[config.mk]
export PLATFORM = sky130hd
export DESIGN_NAME = rt_mem_readback
export DESIGN_NICKNAME = d
export VERILOG_FILES = /design/src/rtl/rt_mem_readback.sv
export SDC_FILE = /design/constraint.sdc
export NUM_CORES = 1
export LEC_CHECK = 0
export CORE_MARGIN = 1.5
export CORE_UTILIZATION = 46
export CTS_BUF_LIST = sky130_fd_sc_hd__clkbuf_16
export DETAILED_ROUTE_END_ITERATION = 8
export GPL_ROUTABILITY_DRIVEN = 0
export PLACE_DENSITY = 0.78
export SLEW_MARGIN = 5
export SYNTH_ARGS = -nofsm -noshare
export SYNTH_HDL_FRONTEND = slang
export SYNTH_SLANG_ARGS = --single-unit
[constraint.sdc]
create_clock -name clk_i -period 3.7 [get_ports clk_i]
set_input_delay 0.555 -clock clk_i [delete_from_list [all_inputs] [get_ports clk_i]]
set_output_delay 0.555 -clock clk_i [all_outputs]
set_load 0.01 [all_outputs]
[src/rtl/rt_mem_readback.sv]
// Port-B read master: streams num_words_i consecutive words from RAM port B as {addr,data} on valid/ready.
// Optional running checksum output csum_o when RT_READBACK_CSUM_EN is defined.
module rt_mem_readback #(
    parameter int RAM_ADDR_WIDTH = 22,
    parameter int DATA_WIDTH     = 32,
    parameter int MAX_WORDS      = 4088,
    parameter int TIMEOUT_CYCLES = 64
) (
    input  logic                      clk_i,
    input  logic                      rst_i,
    input  logic                      start_i,
    input  logic [RAM_ADDR_WIDTH-1:0] base_addr_i,
    input  logic [12:0]               num_words_i,
    output logic                      busy_o,
    output logic                      done_o,
    output logic                      error_o,
    output logic                      en_b_o,
    output logic                      we_b_o,
    output logic [DATA_WIDTH/8-1:0]   be_b_o,
    output logic [RAM_ADDR_WIDTH-1:0] addr_b_o,
    input  logic [DATA_WIDTH-1:0]     rdata_b_i,
    input  logic                      rvalid_b_i,
    output logic                      word_valid_o,
    input  logic                      word_ready_i,
    output logic [DATA_WIDTH-1:0]     word_data_o,
    output logic [RAM_ADDR_WIDTH-1:0] word_addr_o,
`ifdef RT_READBACK_CSUM_EN
    output logic [DATA_WIDTH-1:0]     csum_o,
`endif
    output logic [2:0]                dbg_state
);
    // word_valid_o/word_ready_i: a word transfers on any cycle where both are high;
    // word_valid_o never drops and word_data_o/word_addr_o never change until then.

    localparam int TW = $clog2(TIMEOUT_CYCLES + 1);
    localparam logic [TW-1:0] TIMER_LAST = TW'(TIMEOUT_CYCLES - 1);
    localparam logic [12:0]   MAX_CNT    = 13'(MAX_WORDS);

    typedef enum logic [2:0] {
        S_IDLE  = 3'd0,
        S_ISSUE = 3'd1,
        S_WAIT  = 3'd2,
        S_OUT   = 3'd3,
        S_FIN   = 3'd4
    } state_t;

    state_t                    state;
    state_t                    state_next;
    logic [RAM_ADDR_WIDTH-1:0] addr;
    logic [12:0]               cnt;
    logic [TW-1:0]             timer;
    logic [DATA_WIDTH-1:0]     data_q;
    logic [RAM_ADDR_WIDTH-1:0] data_addr_q;
    logic                      error_q;
    logic                      bad_len;
    logic                      timed_out;

    assign bad_len   = (num_words_i > MAX_CNT);
    assign timed_out = (timer == TIMER_LAST);

    always_ff @(posedge clk_i or posedge rst_i) begin
        if (rst_i) state <= S_IDLE;
        else       state <= state_next;
    end

    always_comb begin
        state_next   = state;
        busy_o       = 1'b1;
        done_o       = 1'b0;
        en_b_o       = 1'b0;
        word_valid_o = 1'b0;
        case (state)
            S_IDLE: begin
                busy_o = 1'b0;
                if (start_i) begin
                    if (num_words_i == 13'd0 || bad_len) state_next = S_FIN;
                    else                                 state_next = S_ISSUE;
                end
            end
            S_ISSUE: begin
                en_b_o     = 1'b1;
                state_next = S_WAIT;
            end
            S_WAIT: begin
                if (rvalid_b_i)     state_next = S_OUT;
                else if (timed_out) state_next = S_FIN;
            end
            S_OUT: begin
                word_valid_o = 1'b1;
                if (word_ready_i) state_next = (cnt == 13'd1) ? S_FIN : S_ISSUE;
            end
            S_FIN: begin
                done_o     = 1'b1;
                state_next = S_IDLE;
            end
            default: state_next = S_IDLE;
        endcase
    end

`ifdef RT_READBACK_CSUM_EN
    logic [DATA_WIDTH-1:0] csum_q;
    assign csum_o = csum_q;
`endif

    always_ff @(posedge clk_i or posedge rst_i) begin
        if (rst_i) begin
            addr        <= '0;
            cnt         <= '0;
            timer       <= '0;
            data_q      <= '0;
            data_addr_q <= '0;
            error_q     <= 1'b0;
`ifdef RT_READBACK_CSUM_EN
            csum_q      <= '0;
`endif
        end else begin
            case (state)
                S_IDLE: begin
                    if (start_i) begin
                        addr    <= {base_addr_i[RAM_ADDR_WIDTH-1:2], 2'b00};
                        cnt     <= num_words_i;
                        error_q <= bad_len;
`ifdef RT_READBACK_CSUM_EN
                        csum_q  <= '0;
`endif
                    end
                end
                S_ISSUE: timer <= '0;
                S_WAIT: begin
                    // Read data wins over a timeout landing on the same cycle.
                    if (rvalid_b_i) begin
                        data_q      <= rdata_b_i;
                        data_addr_q <= addr;
                    end else if (timed_out) begin
                        error_q <= 1'b1;
                    end else begin
                        timer <= timer + 1'b1;
                    end
                end
                S_OUT: begin
                    if (word_ready_i) begin
                        addr <= addr + RAM_ADDR_WIDTH'(4);
                        cnt  <= cnt - 13'd1;
`ifdef RT_READBACK_CSUM_EN
                        csum_q <= csum_q + data_q;
`endif
                    end
                end
                default: ;
            endcase
        end
    end

    assign error_o     = error_q;
    assign we_b_o      = 1'b0;
    assign be_b_o      = '1;
    assign addr_b_o    = addr;
    assign word_data_o = data_q;
    assign word_addr_o = data_addr_q;
    assign dbg_state   = state;

endmodule
==> reports/metrics.cfg <==
[power_and_ir_drop]
max-vdd-ir-drop_mv=0.3997
leakage_nw=2.649
p_per_area_nw_per_um2=810.0

[synthesis]
synthSimpleGateAreaFrac_pct=15.60
synth_area_um2=4836
async_reset_ff_share_pct=100.0
synth_compound_area_share_pct=15.27
synth_edf_count=0
synth_ff_type=dfrtp_1
yosys.cell_types.count=55
post_synth_fa_ha_maj_area_fraction_pct=1.035
synth_seq_cells=96
synthXorXnorAreaFrac_pct=0.7245
ys_warn_count=0
synth_top_family_by_area=simple AND/OR/NAND/NOR gates
avgSynthCellArea_um2=10.56
synthMuxAreaShare_pct=12.96
ys_seq_area_share_pct=49.68
synthCells=458

[timing]
timing.final.crit_share_pct=78.20
fmax_mhz=345.6
finalSetupViolCount=0
hold_viol=0
worstMarginPinSlew_ns=1.001
drv_slew=0
relSlewSlack_pct=33.11
fin_crit_ns=2.893
skew_ns=0.01163
setup_tns_ns=0
rsz0062_at_grt=no

[drt]
wl_um=12570
via_count=4204
firstDrtPassIters=5
drtAntennaViolNets=0
via_per_inst=5.720
drc=0
first_iter_violations=260
post_drt_wl_per_cell_um=17.11

[floorplanning]
rows=37
core_um2=10280
die_w_um=105.5
dieHeight_um=105.5
start_util_pct=47.05
dieArea_um2=11140
io_pins=161

[job]
cap_violations=0

[clock_network]
ctsHoldBuffers=0
htree_levels=3
cts_root_buf=clkbuf_16
numCtsBuffers=9
clk_latency_ns=0.33
cts_buffer_depth=2
post-cts-setup-buffer-count=0
path_clk_slew_ns=0.07
tritoncts=built
ctsResizeCount=0
cts.sinks=96

[hold_path]
min-delay-start=word_data_o[27]$_DFFE_PP0P_
hold_path_class=reg2reg

[cells_and_area]
nets=670
layout.cells.non_filler=735
fillCellCount=824
drive_gt1_share_pct=14.36
antenna_cells=0
fin_util_pct=65.16
syn_to_final_growth_pct=38.47

[grt]
grt_usage_pct=22.94
grt_max_degree=63
grt_pass1_wl_um=20710
globalRouteOverflowTotal=0
antenna_found_initial=0
grt_pass1_vias=3962

[worst_setup_path]
rr_startpoint=dbg_state[2]$_DFFE_PP0P_
worstPathRequired_ns=3.14
critPathLaunch=dbg_state[0]$_DFFE_PP0P_
critPathKind=reg2out
cp-start-kind=flop
endpoint_kind=output pin
crit_arrival_ns=2.34
path_max_fanout=15

[placement]
place_inst=719
port_buffers=149
hpwlAfterDp_um=8966

[run_status]
status=complete, no violations

## critical path: stages (launching register included)
cell and delay, ns:
dfrtp_1 0.63, nor3b_1 0.69, clkdlybuf4s50_1 0.68
## state kept, by name (all words and copies together), names as in the netlist
signal	cells
word_data_o	32
addr_b_o	20
timer	7
error_o	1
cnt	13
dbg_state	3
word_addr_o	20
## routing by layer
metal,vias up,GRT usage [%],wire length (µm)
met5,-,0,0
met4,0,6.371,153
met3,13,3.711,791
met2,186,38.38,6151
met1,2026,31.05,5479
li1,1979,-,-
## cell families (layout without fill, tap and decap cells)
| group | count (synthesis) | count (layout) |
|---|---|---|
| buffers and inverters | 47 | 181 |
| AOI/OAI and AO/OA | 112 | 112 |
| adders and majority gates | 4 | 4 |
| xor gates and xnor gates | 4 | 4 |
| and+or+nand+nor | 137 | 137 |
| DFF | 96 | 96 |
| other | 2 | 9 |
| muxes | 56 | 56 |
## cell usage after synthesis, types with 5 or more instances
cell type   n  share of area (%)
a31oi_1     5               0.65
a2bb2oi_1   6                1.1
nand4_1    10                1.3
nor2_1     21                1.6
buf_4       9                1.4
clkbuf_1   20                1.6
nor4_1      5               0.65
o21ai_0    23                2.4
o2bb2ai_1   5               0.91
inv_1       8               0.62
o41ai_1     5               0.91
o22ai_1     7               0.91
o211ai_1    9                1.4
a21oi_1    28                2.9
nor3_1     12                1.2
nand3_1    21                2.2
dfrtp_1    96                 50
buf_2       9               0.93
or3_1       7               0.91
nand2_1    25                1.9
and3_1      7               0.91
a22oi_1     5               0.78
mux2_2     53                 12
## per-stage QoR
step	total power, mW	cell area [µm²]	setup slack, ns	hold slack (ns)
floorplan	3.246	4862	0.6396	0.4815
global placement	4.408	6395	1.042	0.4873
detailed placement	4.508	6395	1.036	0.4936
CTS	5.455	6696	0.8193	0.5086
global route	5.776	6696	0.6487	0.5157
finish	5.424	6696	0.8067	0.5050
## worst paths after layout
| kind | end | slack, ns | depth (start not counted) |
|---|---|---|---|
| hold reg to reg | word_data_o[27]$_DFFE_PP0P_ | 0.50 | 1 |
| max in group asynchronous | word_data_o[17]$_DFFE_PP0P_ | 2.21 | 3 |
| min in group asynchronous | word_data_o[4]$_DFFE_PP0P_ | 0.73 | 2 |
| hold / removal | word_data_o[27]$_DFFE_PP0P_ | 0.50 | 1 |
| setup reg to reg | addr_b_o[14]$_DFFE_PP0P_ | 1.38 | 7 |
| setup / recovery | en_b_o | 0.81 | 2 |
## layout make-up
class                           instances  area [µm²]  share of cell area, %
Sequential cell                        96        2402                  35.87
Multi-Input combinational cell        322        2242                  33.48
Timing Repair Buffer                  156        1544                  23.06
Clock buffer                            9       225.2                  3.363
Tap cell                              136       170.2                  2.541
Clock inverter                          7       76.32                  1.140
Inverter                                9       36.28                 0.5419
## layout by cell type, fill, tap and decap left out, types with 5 or more instances in the layout
cell,n
a21oi_1,27
a22oi_1,5
a2bb2oi_1,6
a31oi_1,5
and3_1,7
buf_4,7
clkbuf_16,9
clkdlybuf4s50_1,149
conb_1,9
dfrtp_1,96
inv_1,7
mux2_2,53
nand2_1,25
nand3_1,21
nand4_1,10
nor2_1,21
nor3_1,12
nor4_1,5
o211ai_1,9
o21ai_0,23
o22ai_1,7
o2bb2ai_1,5
o41ai_1,5
or3_1,7
## report_power, final
part           total, mW  switching, mW  internal (mW)
combinational       2.43           1.04           1.39
clock              0.938          0.407          0.530
sequential          2.06          0.507           1.55
total               5.42           1.96           3.47
Note: power is estimated with default switching activity, not from simulation.
